## config.mk

```make
export PLATFORM = sky130hd
export DESIGN_NAME = uart_rx
export DESIGN_NICKNAME = d
export VERILOG_FILES = /design/src/rtl/uart_pkg.sv /design/src/rtl/uart_bit_sync.sv /design/src/rtl/uart_rx.sv
export SDC_FILE = /design/constraint.sdc
export NUM_CORES = 1
export LEC_CHECK = 0
export BUFFER_PORTS_ARGS = -buffer_cell sky130_fd_sc_hd__buf_2
export CAP_MARGIN = 20
export CORE_AREA = 2 2 61 63
export CTS_CLUSTER_DIAMETER = 30
export DETAILED_ROUTE_END_ITERATION = 16
export DIE_AREA = 0 0 63 65
export GPL_TIMING_DRIVEN = 1
export MAX_ROUTING_LAYER = met4
export PLACE_DENSITY_LB_ADDON = 0.1
export SETUP_SLACK_MARGIN = 0.15
export SYNTH_ARGS = -nofsm -noshare
export SYNTH_HDL_FRONTEND = slang
export SYNTH_SLANG_ARGS = --single-unit
```

## constraint.sdc

```tcl
create_clock -name CLK -period 4.63 [get_ports CLK]
set_input_delay 0.2315 -clock CLK [delete_from_list [all_inputs] [get_ports CLK]]
set_output_delay 0.2315 -clock CLK [all_outputs]
set_load 0.1 [all_outputs]
```

## src/rtl/uart_pkg.sv

```systemverilog
// Shared UART definitions: receiver state encoding and serial frame levels,
// common to the transmitter and receiver sides of the link.
package uart_pkg;

  localparam int DATA_BITS = 8;

  localparam logic START_LEVEL = 1'b0;
  localparam logic STOP_LEVEL  = 1'b1;
  localparam logic IDLE_LEVEL  = 1'b1;

  typedef enum logic [2:0] {
    IDLE      = 3'd0,
    START     = 3'd1,
    DATA      = 3'd2,
    STOP      = 3'd3,
    WAIT_IDLE = 3'd4
  } rx_state_e;

endpackage

```

## src/rtl/uart_bit_sync.sv

```systemverilog
// Two-flop synchroniser for a single asynchronous input; both flops reset to
// RST_VAL so an idle-high line does not look active coming out of reset.
module uart_bit_sync #(
  parameter logic RST_VAL = 1'b1
) (
  input  logic CLK,
  input  logic RST_N,
  input  logic d,
  output logic q
);

  logic meta_r;
  logic sync_r;

  // Metastability filter: d -> meta_r -> sync_r
  always_ff @(posedge CLK) begin
    if (!RST_N) begin
      meta_r <= RST_VAL;
      sync_r <= RST_VAL;
    end else begin
      meta_r <= d;
      sync_r <= meta_r;
    end
  end

  assign q = sync_r;

endmodule

```

## src/rtl/uart_rx.sv

```systemverilog
// 8N1 UART receiver: samples each bit at its centre using a cycle counter and
// hands completed bytes to a valid/ready consumer through a one-entry buffer.
module uart_rx #(
  parameter int CLKS_PER_BIT = 217,
  parameter int DATA_BITS    = 8
) (
  input  logic                 CLK,
  input  logic                 RST_N,
  input  logic                 rx,
  output logic [DATA_BITS-1:0] byte_data,
  output logic                 byte_valid,
  input  logic                 byte_ready,
  output logic                 frame_err,
  output logic                 overrun
);

  import uart_pkg::*;

  localparam int                CNT_W     = $clog2(CLKS_PER_BIT);
  localparam logic [CNT_W-1:0]  CNT_LAST  = CNT_W'(CLKS_PER_BIT - 1);
  localparam logic [CNT_W-1:0]  HALF_LAST = CNT_W'(CLKS_PER_BIT / 2 - 1);
  localparam logic [CNT_W-1:0]  CNT_ONE   = CNT_W'(1);
  localparam logic [2:0]        BIT_LAST  = 3'(DATA_BITS - 1);

  logic                 rxs_s;
  rx_state_e            state_r, state_nxt_s;
  logic [CNT_W-1:0]     cnt_r, cnt_nxt_s;
  logic [2:0]           bit_r, bit_nxt_s;
  logic [DATA_BITS-1:0] shift_r, shift_nxt_s;
  logic [DATA_BITS-1:0] data_r, data_nxt_s;
  logic                 valid_r, valid_nxt_s;
  logic                 ferr_r, ferr_nxt_s;
  logic                 ovr_r, ovr_nxt_s;
  logic                 deliver_s;
  logic                 hs_s;

  uart_bit_sync #(.RST_VAL(IDLE_LEVEL)) u_sync (
    .CLK   (CLK),
    .RST_N (RST_N),
    .d     (rx),
    .q     (rxs_s)
  );

  // Frame FSM: next state, bit timing counter, bit index and shift register
  always_comb begin
    state_nxt_s = state_r;
    cnt_nxt_s   = cnt_r + CNT_ONE;
    bit_nxt_s   = bit_r;
    shift_nxt_s = shift_r;
    deliver_s   = 1'b0;
    ferr_nxt_s  = 1'b0;
    case (state_r)
      IDLE: begin
        cnt_nxt_s = '0;
        if (rxs_s == START_LEVEL) begin
          state_nxt_s = START;
        end else begin
          state_nxt_s = IDLE;
        end
      end
      START: begin
        if (cnt_r == HALF_LAST) begin
          cnt_nxt_s = '0;
          bit_nxt_s = 3'd0;
          // A start bit that is gone by mid-bit was noise, not a frame
          if (rxs_s == START_LEVEL) begin
            state_nxt_s = DATA;
          end else begin
            state_nxt_s = IDLE;
          end
        end else begin
          state_nxt_s = START;
        end
      end
      DATA: begin
        if (cnt_r == CNT_LAST) begin
          cnt_nxt_s   = '0;
          shift_nxt_s = {rxs_s, shift_r[DATA_BITS-1:1]};
          if (bit_r == BIT_LAST) begin
            state_nxt_s = STOP;
            bit_nxt_s   = 3'd0;
          end else begin
            bit_nxt_s   = bit_r + 3'd1;
          end
        end else begin
          state_nxt_s = DATA;
        end
      end
      STOP: begin
        if (cnt_r == CNT_LAST) begin
          cnt_nxt_s = '0;
          if (rxs_s == STOP_LEVEL) begin
            deliver_s   = 1'b1;
            state_nxt_s = IDLE;
          end else begin
            ferr_nxt_s  = 1'b1;
            state_nxt_s = WAIT_IDLE;
          end
        end else begin
          state_nxt_s = STOP;
        end
      end
      WAIT_IDLE: begin
        cnt_nxt_s = '0;
        if (rxs_s == IDLE_LEVEL) begin
          state_nxt_s = IDLE;
        end else begin
          state_nxt_s = WAIT_IDLE;
        end
      end
      default: begin
        state_nxt_s = IDLE;
        cnt_nxt_s   = '0;
        bit_nxt_s   = 3'd0;
      end
    endcase
  end

  assign hs_s = valid_r & byte_ready;

  // Holding buffer: a same-cycle handshake frees the slot for the new byte
  always_comb begin
    data_nxt_s  = data_r;
    valid_nxt_s = valid_r;
    ovr_nxt_s   = 1'b0;
    if (deliver_s) begin
      if (!valid_r || hs_s) begin
        data_nxt_s  = shift_r;
        valid_nxt_s = 1'b1;
      end else begin
        ovr_nxt_s   = 1'b1;
      end
    end else if (hs_s) begin
      valid_nxt_s = 1'b0;
    end else begin
      valid_nxt_s = valid_r;
    end
  end

  // State and output registers
  always_ff @(posedge CLK) begin
    if (!RST_N) begin
      state_r <= IDLE;
      cnt_r   <= '0;
      bit_r   <= 3'd0;
      shift_r <= '0;
      data_r  <= '0;
      valid_r <= 1'b0;
      ferr_r  <= 1'b0;
      ovr_r   <= 1'b0;
    end else begin
      state_r <= state_nxt_s;
      cnt_r   <= cnt_nxt_s;
      bit_r   <= bit_nxt_s;
      shift_r <= shift_nxt_s;
      data_r  <= data_nxt_s;
      valid_r <= valid_nxt_s;
      ferr_r  <= ferr_nxt_s;
      ovr_r   <= ovr_nxt_s;
    end
  end

  assign byte_data  = data_r;
  assign byte_valid = valid_r;
  assign frame_err  = ferr_r;
  assign overrun    = ovr_r;

endmodule
```

== Yosys cells after proc, flatten, opt, wreduce, memory -nomap -nowiden ==
Index checks and enable logic that the tools add are counted.

* Register bits: 35
* Input port bits: 4
* Output and inout bits: 11
* Logic and storage cells: 60

* Add/subtract/negate cells: 2
* Equal/unequal tests: 11
* Multiplexer cells: 23
* Bitwise gates (word level): 2
* Reductions and logical operators: 12

{| class="wikitable"
|+ Operators by type and width
! cell !! count
|-
| 3-bit two-way mux || 8
|-
| 8-bit two-way mux || 2
|-
| 8-bit one-hot mux with 2 select lines || 1
|-
| 3-bit one-hot mux with 5 select lines || 1
|-
| 1-bit two-way mux || 9
|-
| 3-bit one-hot mux with 3 select lines || 1
|-
| 8-bit by 1-bit adder with 8-bit output (second input constant) || 1
|-
| 8-bit by 7-bit == test with 1-bit output (second input constant) || 1
|-
| 8-bit == test (second input constant) || 1
|-
| 2-bit AND reduction || 4
|-
| 3-bit by 2-bit == test with 1-bit output (second input constant) || 2
|-
| 3-bit == test (second input constant) || 2
|-
| 3-bit AND reduction || 2
|-
| 2-bit inequality test (second input constant) || 2
|-
| 3-bit by 1-bit adder with 3-bit output (second input constant) || 1
|-
| 3-bit by 1-bit == test with 1-bit output (second input constant) || 1
|-
| 3-bit logical NOT || 1
|-
| 3-bit inequality test (second input constant) || 1
|-
| 3-bit OR reduction || 1
|-
| 2-bit two-way mux || 1
|-
| 2-bit by 1-bit inequality test with 1-bit output (second input constant) || 1
|-
| 2-bit nonzero test || 1
|-
| 2-bit OR reduction || 1
|-
| 1-bit bitwise AND || 1
|-
| other kinds (3) || 3
|}

== Logic depth before layout (Yosys ltp) ==
Gate-level depths: netlist of run 1.

* Depth in word-level cells: 5
* Mapped depth: 7
* Gate-level depth less buffers: 6

== Cells and area by module ==
Synthesis of run 1 repeated with hierarchy kept, for this count alone.

* Cell total of the unflattened synthesis: 162
* Area, all modules: 1541.5 um^2

{| class="wikitable"
|+ Modules (own cells, without submodules)
! module !! times used !! cells an instance !! area each (um^2) !! seq. area each (um^2)
|-
| uart_rx || 1 || 158 || 1488.9 || 660.6
|-
| uart_bit_sync || 1 || 4 || 52.6 || 40.0
|}

== Worst setup path after synthesis of run 1 ==
Ideal clock, no wire load.

* Path kind: register to register
* Start: reg valid_r, in the netlist byte_valid
* End: reg data_r[0], in the netlist byte_data[0]
* Setup time: 120 ps
* Arrival: 1532 ps
* Required time: 4510 ps
* Setup slack: 2978 ps
* Cell stages (with the launch flop): 5
* Path buffers: 1
* Clock period less this slack: 1652 ps
* Path through: dfxtp_1 nand2b_1 and3_1 buf_6 mux2i_1

* Word-level cells in the longest chain between the ends: 3
* Elaborated cells between the ends (all ways): 4
* Classes of those cells: bitwise: 1; reduce/logical: 3

{| class="wikitable"
|+ Ends and longest elaborated chain
! what !! RTL line !! RTL
|-
| start, declared || uart_rx.sv:31 || <nowiki>logic valid_r, valid_nxt_s;</nowiki>
|-
| start signal, assigned || uart_rx.sv:157 || <nowiki>valid_r <= valid_nxt_s;</nowiki>
|-
| 1-bit bitwise AND / 1-bit logical NOT (equally long branches) || uart_rx.sv:119, uart_rx.sv:127 ||
|-
| 1-bit logical OR * || uart_rx.sv:127 || <nowiki>if (!valid_r || hs_s) begin</nowiki>
|-
| 2-bit AND reduction (no source line) * || n/a ||
|-
| end signal, assigned || uart_rx.sv:156 || <nowiki>data_r <= data_nxt_s;</nowiki>
|-
| end, declared || uart_rx.sv:30 || <nowiki>logic [DATA_BITS-1:0] data_r, data_nxt_s;</nowiki>
|}

Every way passes the cells marked *; elsewhere a longest branch is shown, timed or not.
A chain may end at the register's enable or synchronous reset.

== Final worst setup path of run 1 ==
* Start: reg cnt_r[0]
* End: reg shift_r[4]

* Word-level cells in the longest chain between the ends: 2

{| class="wikitable"
|+ Ends and longest elaborated chain
! what !! RTL line !! RTL
|-
| start, declared || uart_rx.sv:27 || <nowiki>logic [CNT_W-1:0] cnt_r, cnt_nxt_s;</nowiki>
|-
| start signal, assigned || uart_rx.sv:153 || <nowiki>cnt_r <= cnt_nxt_s;</nowiki>
|-
| 8-bit == test || uart_rx.sv:76 || <nowiki>if (cnt_r == CNT_LAST) begin</nowiki>
|-
| 2-bit AND reduction (no source line) || n/a ||
|-
| end signal, assigned || uart_rx.sv:155 || <nowiki>shift_r <= shift_nxt_s;</nowiki>
|-
| end, declared || uart_rx.sv:29 || <nowiki>logic [DATA_BITS-1:0] shift_r, shift_nxt_s;</nowiki>
|}

No other way between the ends.

==> results of run 1 <==
-- registers in the layout (all words and copies together), names as in the netlist --
| name | cells |
|---|---|
| byte_valid | 1 |
| frame_err | 1 |
| bit_r | 3 |
| shift_r | 8 |
| byte_data | 8 |
| overrun | 1 |
| state_r | 3 |
| u_sync.q | 1 |
| cnt_r | 8 |
| u_sync.meta_r | 1 |
-- final timing paths --
path | to | cells past startpoint | slack, ns
min reg2reg | u_sync.q$_SDFF_PN1_ | 1 | 0.42
max | shift_r[4]$_SDFFE_PN0P_ | 6 | 2.58
min | u_sync.meta_r$_SDFF_PN1_ | 2 | 0.05
max reg2reg | shift_r[4]$_SDFFE_PN0P_ | 6 | 2.58
-- logic make-up (layout without fill, tap and decap cells) --
kind of cell / count (synthesis) / count (layout) / share of synthesized area
flip-flops: 35 / 35 / 0.471
XOR/XNOR: 6 / 6 / 0.0353
multiplexers: 19 / 19 / 0.128
buffers and inverters: 10 / 27 / 0.0353
AND/OR/NAND/NOR: 77 / 77 / 0.255
adder cells (fa/ha/maj): 4 / 4 / 0.0336
AO/OA/AOI/OAI: 9 / 9 / 0.0421
-- layout make-up --
class / count / area (um^2) / share of cell area
Clock buffer: 6 / 51.3 / 0.0306
Clock inverter: 2 / 38.8 / 0.0232
Inverter: 5 / 18.8 / 0.0112
Multi-Input combinational cell: 115 / 734 / 0.439
Sequential cell: 35 / 701 / 0.419
Tap cell: 48 / 60.1 / 0.0359
Timing Repair Buffer: 14 / 70.1 / 0.0419
-- power groups by stage --
stage               Combinational (uW)  Sequential, uW  Clock (uW)
floorplan                         12.2             313           0
finish                            15.9             307         239
detailed placement                16.2             314           0
global route                      18.1             308         262
CTS                               16.2             308         246
global placement                  15.8             314           0
-- per-stage QoR --
stage	area [um^2]	power, uW	hold slack (ns)
finish	1670	562	0.0530
global route	1670	588	0.0416
CTS	1670	569	0.0433
detailed placement	1580	330	0.401
global placement	1580	330	0.394
floorplan	1490	325	0.333
-- per-layer routing --
layer	vias up	GRT usage	part of all wire
li1	571	-	-
met1	527	0.181	0.48
met2	19	0.263	0.46
met3	5	0.0521	0.041
met4	0	0.0750	0.020
met5	-	-	0
-- placed cells by master, fill, tap and decap left out, types with 2 or more instances in the layout --
cell type and instances:
nand2_1 24, dfxtp_1 35, nor4_1 2, ha_1 4, a21oi_1 2, xnor2_1 4, inv_1 5, nand3_1 4
nor2b_1 2, nand2b_1 4, nand4b_1 2, buf_2 14, xor2_1 2, mux2i_1 19, nor2_1 22, nor3_1 7
clkbuf_4 5, or2_2 2, nor3_2 2
-- worst max-delay path: cells and delay by family (launching register included) --
kind	cells	cell delay [ns]
adder cells (fa/ha/maj)	1	0.13
flip-flops	1	0.37
multiplexers	1	0.27
AND/OR/NAND/NOR	3	1.10
buffers and inverters	1	0.07
==> out/results.tsv, run 1 <==
stage	metric	value	unit
critical_path	crit path from	cnt_r[0]$_SDFF_PN0_	
clocking	maximum root-to-sink buffer count	2	
placement	placed cells	217	
die	Starting Density	0.426	
die	I/O pins	15	
clocking	# resized after CTS	0	
timing	Hold Vio Cnt, Final	0	
timing	setup_tns	0	ns
critical_path	critical path class	reg2reg	
layout	layout cell share with drive strength beyond 1	0.153	
pwr	Pleak	0.000610	uW
global_routing	initial antenna violation count	0	
yosys	synth warn	0	
placement	post-DP HPWL	1960	um
die	row count	22	
global_routing	global-route wire length before repair	4890	um
critical_path	Max FO, Critical Path	9	
route	routed len/inst	11.9	um
pwr	Clock Power Share	0.425	
layout	synth-to-layout area growth	12.5	%
critical_path	Largest stage delay, worst path	0.78	ns
die	DIE AREA	4100	um^2
yosys	synth unique cells	32	
clocking	CTS tree	done	
route	via count	1122	
clocking	H-tree depth	2	
critical_path	FF-to-FF Start	cnt_r[0]$_SDFF_PN0_	
yosys	Synth Flop Type	dfxtp_1	
outcome	outcome	complete, no violations	
yosys	syn nets	168	
pwr	NetSw	122	uW
yosys	post-synth top area cell	dfxtp_1	
timing	Fmax	489	MHz
timing	worst-margin pin slew	0.856	ns
route	final wirelength	2690	um
layout	Final Net Count	184	
clocking	Clock transition at path regs	0.11	ns
route	First-pass DRT Iterations	5	
critical_path	slowest CP cell	nor3_2	
timing	RSZ-0062 raised after global routing	false	
timing	post-route clock period utilization	0.442	
hold_path	min-delay src	rx	
timing	Setup Skew	0.00601	ns
die	chip height	65	um
global_routing	vias in the first global route	1118	
die	chip width	63	um
yosys	Mean Syn Cell Area	9.30	um^2
layout	Filler cells	356	
timing	Setup WS post-layout	2.58	ns
layout	post-route insts no fill	225	
run	max_cap viols	0	
placement	Setup WS pre-CTS	2.60	ns
clocking	Post-CTS Setup Bufs	0	
yosys	Post-synth EDFFs	0	
yosys	Yosys top cell area share	0.471	
yosys	Async S/R FF share, synth	0	
timing	max-slew violation count	0	
timing	worst rel slew slack	0.426	
critical_path	Crit path arrival time	2.29	ns
yosys	Gate Count Post-Synth	160	
global_routing	GRT overflow	0	
route	number of remaining DRC errors	0	
hold_path	Hold Path Class	in2reg	
global_routing	Global Route Usage Sum	0.162	
placement	IO buf count	14	
pwr	Comb power frac	0.028	
clocking	Clock Latency Late Sink	0.35	ns
route	1st-iter DRT viols	26	
layout	Inserted Diodes	0	
critical_path	CP Capture Type	register	
critical_path	CP Cell Sequence	inv_1, ha_1, nand4b_1, nor3_2, mux2i_1, nor2_1	
timing	fin crit period	2.05	ns
critical_path	startpoint types	register	
route	final antenna-violating net count	0	
yosys	commonest cells in the netlist	dfxtp_1, nand2_1, nor2_1, mux2i_1, nor3_1	
pwr	Internal	440	uW
critical_path	Data required, critical path	4.87	ns
yosys	most common cell in the netlist	dfxtp_1	
yosys	Synth area leaders	dfxtp_1, mux2i_1, nand2_1	
timing	Final setup viols	0	
clocking	TritonCTS Sinks	35	
layout	Core Util, Final	0.479	
clocking	root buf cell	clkbuf_4	
clocking	Hold Buf Count CTS	0	
yosys	Synth Cell Area	1490	um^2
yosys	Yosys reg bits	35	
pwr	sw frac	0.217	
global_routing	largest net degree at the start of global routing	23	
die	CORE AREA	3500	um^2
clocking	total CTS buffers	5	
route	Vias/cell	4.99	
placement	routability cong.	0.912	
pwr	power density cells	336	nW/um^2
pwr	Seq pwr share	0.547	
pwr	worst vdd ir	163	uV
yosys	post-synthesis sequential area ratio	0.471	
(Power assumes the default switching activity.)
==> run 2, diff against run 1 <==
clock period = 2 ns   (was 4.63 ns; I/O delays follow)
==> run 2 against run 1 <==
Effect of this change:
- final area increased by 2.2%
- sequential share of layout area fell by 0.89 points
- total power rose by 110%
==> out/results.tsv, run 2 (synthesized netlist as in run 1, its figures left out) <==
stage	metric	value	unit
outcome	outcome	complete, no violations	
critical_path	critical path class	reg2reg	
pwr	Seq pwr share	0.602	
placement	routability cong.	0.823	
critical_path	Data required, critical path	2.22	ns
global_routing	met3 usage	0.0365	
layout	Inserted Diodes	0	
pwr	Comb power frac	0.033	
timing	worst-margin pin slew	0.492	ns
global_routing	met1 usage	0.181	
placement	IO buf count	14	
die	I/O pins	15	
clocking	root buf cell	clkbuf_4	
timing	Hold Slack	0.0644	ns
critical_path	Max FO, Critical Path	5	
layout	post-route insts no fill	231	
route	final antenna-violating net count	0	
pwr	Pleak	0.000635	uW
critical_path	Largest stage delay, worst path	0.36	ns
layout	commonest non-fill, non-tap cell in the layout	dfxtp_1	
pwr	sw frac	0.217	
timing	post-route clock period utilization	0.844	
timing	worst rel slew slack	0.674	
global_routing	initial antenna violation count	0	
pwr	Clock Power Share	0.365	
clocking	TritonCTS Sinks	35	
timing	RSZ-0062 raised after global routing	false	
global_routing	vias in the first global route	1082	
die	DIE AREA	4100	um^2
clocking	maximum root-to-sink buffer count	2	
global_routing	Global Route Usage Sum	0.159	
layout	Filler cells	352	
timing	Final setup viols	0	
die	chip width	63	um
timing	max-slew violation count	0	
global_routing	GRT overflow	0	
critical_path	Top cell by count, worst path	buf_4	
global_routing	GR Layer Usage met2	0.243	
pwr	worst vdd ir	365	uV
timing	fin crit period	1.69	ns
die	row count	22	
layout	commonest non-fill, non-tap cells in the layout	dfxtp_1, nand2_1, nor2_1	
route	number of remaining DRC errors	0	
route	First-pass DRT Iterations	4	
route	Vias/cell	4.92	
global_routing	global-route wire length before repair	4820	um
layout	layout cell share with drive strength beyond 1	0.175	
layout	synth-to-layout area growth	15.0	%
placement	placed cells	219	
run	max_cap viols	0	
critical_path	CP Cell Sequence	inv_1, ha_1, nand4b_1, buf_4, buf_4, or2_2, nor4_1	
clocking	H-tree depth	2	
timing	Setup Skew	0.00493	ns
clocking	Clock Latency Late Sink	0.34	ns
timing	setup_tns	0	ns
clocking	total CTS buffers	5	
route	routed len/inst	11.8	um
critical_path	CP Capture Type	register	
route	1st-iter DRT viols	28	
pwr	Internal	924	uW
die	chip height	65	um
layout	Final Net Count	190	
global_routing	largest net degree at the start of global routing	23	
clocking	CTS tree	done	
hold_path	Hold Path Class	in2reg	
timing	Fmax	592	MHz
route	final wirelength	2740	um
critical_path	Crit path arrival time	1.91	ns
die	CORE AREA	3500	um^2
clocking	Clock transition at path regs	0.10	ns
route	via count	1137	
critical_path	r2r setup slk	0.31	ns
pwr	power density cells	691	nW/um^2
timing	Hold Vio Cnt, Final	0	
die	Starting Density	0.426	
critical_path	slowest CP cell	dfxtp_1	
pwr	NetSw	257	uW
placement	post-DP HPWL	1910	um
global_routing	Most Crowded Layer GR	met2	
pwr	Design Power	1180	uW
critical_path	startpoint types	register	
==> run 2: layout make-up <==
class	count	area [um^2]	share of cell area
Timing Repair Buffer	20	118	0.0688
Clock buffer	8	68.8	0.0402
Multi-Input combinational cell	115	744	0.435
Tap cell	48	60.1	0.0351
Inverter	5	18.8	0.0110
Sequential cell	35	701	0.410
==> run 2: through the flow <==
| step | utilization | setup slack, ns | area, um^2 |
|---|---|---|---|
| 2_1_floorplan | - | 0.348 | 1490 |
| 3_3_place_gp | 0.457 | 0.354 | 1600 |
| 3_5_place_dp | 0.457 | 0.243 | 1600 |
| 4_1_cts | 0.480 | 0.209 | 1680 |
| 5_1_grt | 0.489 | 0.159 | 1710 |
| 6_report | 0.489 | 0.311 | 1710 |
==> run 2: power groups by stage <==
stage,combinational (uW),clock (uW),sequential [uW]
after floorplan,28.3,0,725
after global placement,36.6,0,727
after detailed placement,37.9,0,727
after CTS,39.5,452,711
after global routing,44.1,488,713
final,39.3,431,711
==> run 2: final timing paths <==
path	startpoint	endpoint	cells after the start
setup / recovery	cnt_r[0]$_SDFF_PN0_	frame_err$_SDFF_PN0_	7
setup reg to reg	cnt_r[0]$_SDFF_PN0_	frame_err$_SDFF_PN0_	7
hold / removal	byte_ready	overrun$_SDFF_PN0_	3
hold reg to reg	u_sync.meta_r$_SDFF_PN1_	u_sync.q$_SDFF_PN1_	1
==> run 2: repair_timing <==
action / 4_1_cts / 5_1_grt
resized for setup: 0 / 2
endpoints found under the hold margin: 1 / 0
buffers inserted: 0 / 3
setup endpoints to repair: 0 / 12
hold buffers: 1 / 0
==> run 2: critical path: cells and delay by family, from the launching register on <==
family,cells,cell delay (ns)
AND/OR/NAND/NOR,3,0.70
buffers and inverters,3,0.37
flip-flops,1,0.36
adder cells (fa/ha/maj),1,0.14
==> run 2: routing by layer <==
layer / routed length, um / up-vias
met5: 0 / -
met4: 101 / 0
met3: 82 / 10
met2: 1210 / 17
met1: 1340 / 529
li1: - / 581
